--- config.mk ---
export PLATFORM = sky130hd
export DESIGN_NAME = pipe_stage_elastic
export DESIGN_NICKNAME = d
export VERILOG_FILES = /design/src/rtl/pipeline_pkg.sv /design/src/rtl/pipe_stage_elastic.sv
export SDC_FILE = /design/constraint.sdc
export NUM_CORES = 1
export LEC_CHECK = 0
export CAP_MARGIN = 30
export CORE_ASPECT_RATIO = 1.5
export CORE_MARGIN = 4
export CORE_UTILIZATION = 40
export CTS_BUF_LIST = sky130_fd_sc_hd__clkbuf_2
export DETAILED_ROUTE_END_ITERATION = 6
export GPL_TIMING_DRIVEN = 0
export PLACE_DENSITY = 0.65
export RECOVER_POWER = 25
export SLEW_MARGIN = 0
export SYNTH_ARGS = -nofsm -noshare
export SYNTH_HDL_FRONTEND = slang
export SYNTH_SLANG_ARGS = --single-unit
--- constraint.sdc ---
create_clock -name clock -period 5.6 [get_ports clock]
set_clock_uncertainty 0.2 [all_clocks]
set_input_delay 1.12 -clock clock [delete_from_list [all_inputs] [get_ports clock]]
set_output_delay 1.12 -clock clock [all_outputs]
set_load 0.03 [all_outputs]
--- src/rtl/pipeline_pkg.sv ---
// -----------------------------------------------------------------------------
// pipeline_pkg
//
// Shared types for the elastic pipeline-stage register and the stage wrappers
// that sit on top of it.
//
//   pipeline_control_t : control bundle carried alongside each pipeline entry.
//   id_ex_data_t       : example stage data payload (pc, rs1, rs2, imm). Stage
//                        wrappers cast their own struct onto the flat in_data
//                        bus of pipe_stage_elastic.
//   pipe_state_t       : occupancy state of one stage register.
//   state_occupancy()  : maps a pipe_state_t onto the 0..2 entry count.
// -----------------------------------------------------------------------------
package pipeline_pkg;

    // Control bits travelling with an instruction. A bubble carries all-zero
    // control, so it can never write the register file or memory.
    typedef struct packed {
        logic       WB_reg_write;
        logic       WB_mem_to_reg;
        logic       M_branch;
        logic       M_mem_read;
        logic       M_mem_write;
        logic [1:0] EX_ALU_Op;
        logic       EX_ALU_Src;
    } pipeline_control_t;

    localparam int CTRL_W_DEFAULT = $bits(pipeline_control_t);

    // Typical ID/EX data payload; four 32-bit words.
    typedef struct packed {
        logic [31:0] pc;
        logic [31:0] rs1_data;
        logic [31:0] rs2_data;
        logic [31:0] imm;
    } id_ex_data_t;

    localparam int DATA_W_DEFAULT = $bits(id_ex_data_t);

    // EMPTY: nothing held. BUSY: main slot holds the head entry.
    // FULL : main and skid slots both hold entries (skid is the younger one).
    typedef enum logic [1:0] {
        EMPTY = 2'd0,
        BUSY  = 2'd1,
        FULL  = 2'd2
    } pipe_state_t;

    function automatic logic [1:0] state_occupancy(input pipe_state_t s);
        logic [1:0] occ;
        case (s)
            EMPTY:   occ = 2'd0;
            BUSY:    occ = 2'd1;
            FULL:    occ = 2'd2;
            default: occ = 2'd0;
        endcase
        return occ;
    endfunction

endpackage : pipeline_pkg

--- src/rtl/pipe_stage_elastic.sv ---
// -----------------------------------------------------------------------------
// pipe_stage_elastic
//
// Parametrised elastic register placed between two pipeline stages. It holds
// up to two entries (main + skid) so that in_ready can be a flop, which breaks
// the combinational ready chain that would otherwise run back through every
// stage of the pipeline. With SKID_EN=0 it degrades to a single-entry register
// whose in_ready is combinational.
//
// Handshake: an entry moves on a rising clock edge when valid and ready are
// both high in that cycle (in_fire = in_valid & in_ready, out_fire = out_valid
// & out_ready). A producer holding valid high must keep its payload stable
// until it sees ready; once out_valid is high, out_data/out_ctrl stay stable
// until out_fire.
//
// Ports:
//   clock      in   rising-edge clock
//   reset_n    in   asynchronous active-low reset
//   flush      in   synchronous squash of all held entries (level)
//   in_valid   in   upstream presents an entry
//   in_ready   out  stage accepts an entry this cycle
//   in_data    in   [DATA_W] data payload
//   in_ctrl    in   [CTRL_W] control payload
//   out_valid  out  entry presented downstream
//   out_ready  in   downstream accepts the entry
//   out_data   out  [DATA_W] data of head entry
//   out_ctrl   out  [CTRL_W] control of head entry, zero when out_valid=0
//   occupancy  out  [2] number of held entries (0..2)
//   dbg_state  out  current FSM state, for observation only
// -----------------------------------------------------------------------------
module pipe_stage_elastic
    import pipeline_pkg::*;
#(
    parameter int unsigned DATA_W  = 128,
    parameter int unsigned CTRL_W  = CTRL_W_DEFAULT,
    parameter bit          SKID_EN = 1'b1
) (
    input  logic              clock,
    input  logic              reset_n,
    input  logic              flush,
    input  logic              in_valid,
    output logic              in_ready,
    input  logic [DATA_W-1:0] in_data,
    input  logic [CTRL_W-1:0] in_ctrl,
    output logic              out_valid,
    input  logic              out_ready,
    output logic [DATA_W-1:0] out_data,
    output logic [CTRL_W-1:0] out_ctrl,
    output logic [1:0]        occupancy,
    output pipe_state_t       dbg_state
);

    // One storage slot. Main and skid are two copies of the same slot logic.
    typedef struct packed {
        logic              valid;
        logic [CTRL_W-1:0] ctrl;
        logic [DATA_W-1:0] data;
    } slot_t;

    // Emptying a slot drops valid and control; data is left alone because it
    // is meaningless without valid and not clearing it saves enables.
    function automatic slot_t vacate(input slot_t s);
        slot_t r;
        r       = s;
        r.valid = 1'b0;
        r.ctrl  = '0;
        return r;
    endfunction

    pipe_state_t state_q, state_d;
    slot_t       main_q, main_d;
    slot_t       skid_q, skid_d;
    logic        in_ready_q, in_ready_d;
    slot_t       in_slot;
    logic        in_fire;
    logic        out_fire;

    assign in_slot = '{valid: 1'b1, ctrl: in_ctrl, data: in_data};

    // With the skid slot, ready comes straight from a flop. Without it, a
    // full stage can still accept when the head is leaving this same cycle.
    assign in_ready = SKID_EN ? in_ready_q : (!main_q.valid || out_ready);

    assign in_fire  = in_valid && in_ready;
    assign out_fire = main_q.valid && out_ready;

    // -------------------------------------------------------------------------
    // Next-state logic
    // -------------------------------------------------------------------------
    always_comb begin
        state_d = state_q;
        main_d  = main_q;
        skid_d  = skid_q;

        if (flush) begin
            // Squash everything; an entry arriving this cycle is dropped and
            // an entry leaving this cycle was already sampled downstream.
            state_d = EMPTY;
            main_d  = vacate(main_q);
            skid_d  = vacate(skid_q);
        end else begin
            case (state_q)
                EMPTY: begin
                    if (in_fire) begin
                        state_d = BUSY;
                        main_d  = in_slot;
                    end
                end

                BUSY: begin
                    if (in_fire && out_fire) begin
                        main_d = in_slot;
                    end else if (in_fire) begin
                        // Head is stalled: park the newcomer behind it. Only
                        // reachable with SKID_EN=1, since otherwise in_ready
                        // is low while the head is stalled.
                        state_d = FULL;
                        skid_d  = in_slot;
                    end else if (out_fire) begin
                        state_d = EMPTY;
                        main_d  = vacate(main_q);
                    end
                end

                FULL: begin
                    // in_ready is low here, so only the drain side can move.
                    if (out_fire) begin
                        state_d = BUSY;
                        main_d  = skid_q;
                        skid_d  = vacate(skid_q);
                    end
                end

                default: begin
                    state_d = EMPTY;
                    main_d  = vacate(main_q);
                    skid_d  = vacate(skid_q);
                end
            endcase
        end

        // Registered ready: accept next cycle unless both slots will be used.
        in_ready_d = (state_d != FULL);
    end

    // -------------------------------------------------------------------------
    // State and slot registers
    // -------------------------------------------------------------------------
    always_ff @(posedge clock or negedge reset_n) begin
        if (!reset_n) begin
            state_q    <= EMPTY;
            main_q     <= '0;
            skid_q     <= '0;
            in_ready_q <= 1'b1;
        end else begin
            state_q    <= state_d;
            main_q     <= main_d;
            skid_q     <= skid_d;
            in_ready_q <= in_ready_d;
        end
    end

    // -------------------------------------------------------------------------
    // Outputs
    // -------------------------------------------------------------------------
    assign out_valid = main_q.valid;
    assign out_data  = main_q.data;
    // Gate control with valid so a bubble can never assert a write enable.
    assign out_ctrl  = main_q.valid ? main_q.ctrl : '0;
    assign occupancy = state_occupancy(state_q);
    assign dbg_state = state_q;

endmodule : pipe_stage_elastic

==> implementation parameters <==
Parameter                              Value

Drt
  Average via count per standard cell    4.84
  First DRT Iteration DRCs    437
  Antenna viol nets, final    0
  DRT Pass-1 Iters    7
  DR DRC count    0
  DR vias    9695
  Total routed wirelength    34900 um
  Mean routed wirelength per cell    17.4 um

Flow run
  Number of maximum-capacitance violations    1

Floorplan
  Die extent in y    232 um
  Floorplan row count    81
  Starting utilization of the core area    0.407
  Number of primary I/O pins    283
  Floorplan die area    36400 um^2
  CORE AREA    32800 um^2
  X dimension of the die    157 um

Cells and area
  Area grow syn2layout    29.9%
  Share of post-route cells with drive strength above 1    0.261
  Non-filler cells in the finished layout    2005
  Net count reported at finish    1685

Logic synthesis
  Dominant cells by area after synthesis    sky130_fd_sc_hd__dfrtp_1, sky130_fd_sc_hd__mux2_4, sky130_fd_sc_hd__nand2_1
  Number of instances in the synthesized netlist    1186
  Post-synth design cell area    13400 um^2
  Avg Cell Area, Syn    11.3 um^2
  Most frequent cell after synthesis    sky130_fd_sc_hd__nand2_1
  Register bit total from synthesis    277
  Flip-flop cell with the highest count after synthesis    sky130_fd_sc_hd__dfrtp_1
  Leading area contributor after synthesis    sky130_fd_sc_hd__dfrtp_1
  Netlist cell types    34
  Share of the synthesized area in the top cell type    0.517
  Sequential-to-total area share from yosys stat    0.519
  Syn_nets    1327
  Fraction of registers with async set/reset    1.00
  Top cell types by occurrence after synthesis    sky130_fd_sc_hd__nand2_1, sky130_fd_sc_hd__dfrtp_1, sky130_fd_sc_hd__a22o_1
  Post-synth EDFFs    0
  Yosys synthesis warning count    0

Clock tree
  Deepest clock path buffer count    3
  Cell chosen for the clock root    sky130_fd_sc_hd__clkbuf_2
  CTS tree    yes
  Latest clock arrival within the worst-skew pair    0.87 ns
  H-Tree Level Count    3
  CTS Buf Count    72
  Sinks on Clock Net    277
  Clk pin slew, worst setup/hold paths    0.09 ns

Timing
  Max frequency    0.206 GHz
  RSZ-0062 raised after global routing    false
  Headroom to the max-slew limit    -1.14
  Final sum of negative setup slack    0 ns
  Fin. max-slew vios    53
  WHS    0.272 ns
  Final critical-path required period    4.85 ns
  Worst slew pin tran    3.21 ns
  Number of endpoints with negative hold slack in the final report    0
  Fraction of the cycle the final worst path needs    0.866
  Final setup violating endpoints    0

Outcome
  Violations in the final reports    max-capacitance violations, max-slew violations
  Run status    complete, but fails checks

Place
  Placer Congestion    0.783
  Post-detailed-placement half-perimeter wirelength    25100 um
  DP Cell Count    1884
  Number of buffer cells added on primary ports    281

GRT
  Global-route wire length before repair    55100 um
  Maximum number of pins on one net before global-route repair    114
  Via count of the first global-routing pass    10.4k
  Total routing resource utilization after global routing    0.191
  Sum of overflow across all layers after global routing    0
  Number of antenna violations at the first check in global routing    4

Power and ir drop
  Peak supply drop    215 uV
  Power per standard cell area    468 nW/um^2
  Leakage power    9.01 nW

Critical path
  Data required time at the worst endpoint    4.28 ns
  Worst endpoint data arrival time    3.53 ns
  Type of origin of the critical path    flip-flop
  Critical path capture point type    output pin
  Critical path fanouts, max    10
  Category of the critical setup timing path    flip-flop to output pin

Hold path
  Class of the most critical hold timing path    flip-flop to flip-flop
==> power by group <==
group	internal (mW)	switching, mW	leakage, nW	total, mW
clock	0.510	0.819	0.458	1.33
combinational	1.95	1.66	5.06	3.60
sequential	2.75	0.450	3.49	3.20
total	5.20	2.93	9.01	8.13
==> cells by family after synthesis <==
kind of cell / count (synthesis) / share of synthesized area
and+or+nand+nor: 407 / 0.120
DFF: 277 / 0.519
buffers and inverters: 208 / 0.113
AOI/OAI and AO/OA: 166 / 0.106
muxes: 128 / 0.142
==> registers in the layout, summed over array words and instances (netlist names) <==
register,count
skid_q,137
out_data,128
main_q,8
dbg_state,2
in_ready,1
out_valid,1
==> repair_timing <==
action	4_1_cts	5_1_grt
endpoints found under the hold margin	51	0
gates resized for setup	0	0
setup buffers	0	0
hold buffers	1	0
==> metal layers <==
metal / wire length, um / vias to the layer above / track usage / part of all wire
met5: 13 / - / 0 / 0.00037
met4: 1240 / 2 / 0.0850 / 0.036
met3: 2360 / 65 / 0.0571 / 0.068
met2: 18000 / 289 / 0.329 / 0.51
met1: 13300 / 4704 / 0.217 / 0.38
li1: - / 4635 / - / -
==> worst paths after layout <==
kind / startpoint / end / slack [ns] / cells after the start
setup / recovery: dbg_state[1]$_DFF_PN0_ / occupancy[0] / 0.75 / 5
hold / removal: skid_q[124]$_DFFE_PN0P_ / skid_q[124]$_DFFE_PN0P_ / 0.27 / 2
setup reg to reg: dbg_state[1]$_DFF_PN0_ / main_q[135]$_DFFE_PN0P_ / 2.80 / 6
hold reg to reg: skid_q[124]$_DFFE_PN0P_ / skid_q[124]$_DFFE_PN0P_ / 0.27 / 2
max in group asynchronous: reset_n / skid_q[118]$_DFFE_PN0P_ / 1.66 / 2
min in group asynchronous: reset_n / out_data[94]$_DFFE_PN0P_ / 1.67 / 2
==> layout by cell type, fill, tap and decap left out, types with 8 or more instances in the layout <==
| cell | n |
|---|---|
| sky130_fd_sc_hd__nand2_1 | 370 |
| sky130_fd_sc_hd__buf_4 | 128 |
| sky130_fd_sc_hd__clkinv_1 | 11 |
| sky130_fd_sc_hd__clkbuf_2 | 96 |
| sky130_fd_sc_hd__a22o_1 | 136 |
| sky130_fd_sc_hd__mux2_4 | 120 |
| sky130_fd_sc_hd__and2_1 | 9 |
| sky130_fd_sc_hd__buf_12 | 11 |
| sky130_fd_sc_hd__a22oi_1 | 8 |
| sky130_fd_sc_hd__clkbuf_1 | 33 |
| sky130_fd_sc_hd__mux2_2 | 8 |
| sky130_fd_sc_hd__o2bb2ai_1 | 9 |
| sky130_fd_sc_hd__buf_2 | 32 |
| sky130_fd_sc_hd__nand3_1 | 19 |
| sky130_fd_sc_hd__clkdlybuf4s50_1 | 280 |
| sky130_fd_sc_hd__dfrtp_1 | 276 |
==> worst max-delay path, stage by stage, from the launching register on <==
cell and delay, ns:
sky130_fd_sc_hd__dfrtp_1 0.38, sky130_fd_sc_hd__clkbuf_1 0.27, sky130_fd_sc_hd__nor2b_2 0.29, sky130_fd_sc_hd__clkbuf_1 0.45, sky130_fd_sc_hd__clkbuf_1 0.47, sky130_fd_sc_hd__clkdlybuf4s50_1 0.83
==> stage by stage <==
step	worst slack, ns	util	total power [mW]	instance area, um^2
6_report	0.753	0.528	8.13	17400
5_1_grt	0.456	0.528	8.67	17400
4_1_cts	0.723	0.529	8.26	17400
3_5_place_dp	1.71	0.510	6.87	16700
3_3_place_gp	-8.92	0.508	6.81	16700
2_1_floorplan	2.65	-	5.59	13400
==> final cells by class <==
class / count / area (um^2)
Antenna cell: 3 / 7.51
Clock inverter: 21 / 119
Tap cell: 415 / 519
Inverter: 1 / 3.75
Buffer: 207 / 1510
Sequential cell: 277 / 6930
Clock buffer: 96 / 480
Fill cell: 2999 / 15500
Timing Repair Buffer: 284 / 2870
Multi-Input combinational cell: 701 / 4910
(Power assumes the default switching activity.)
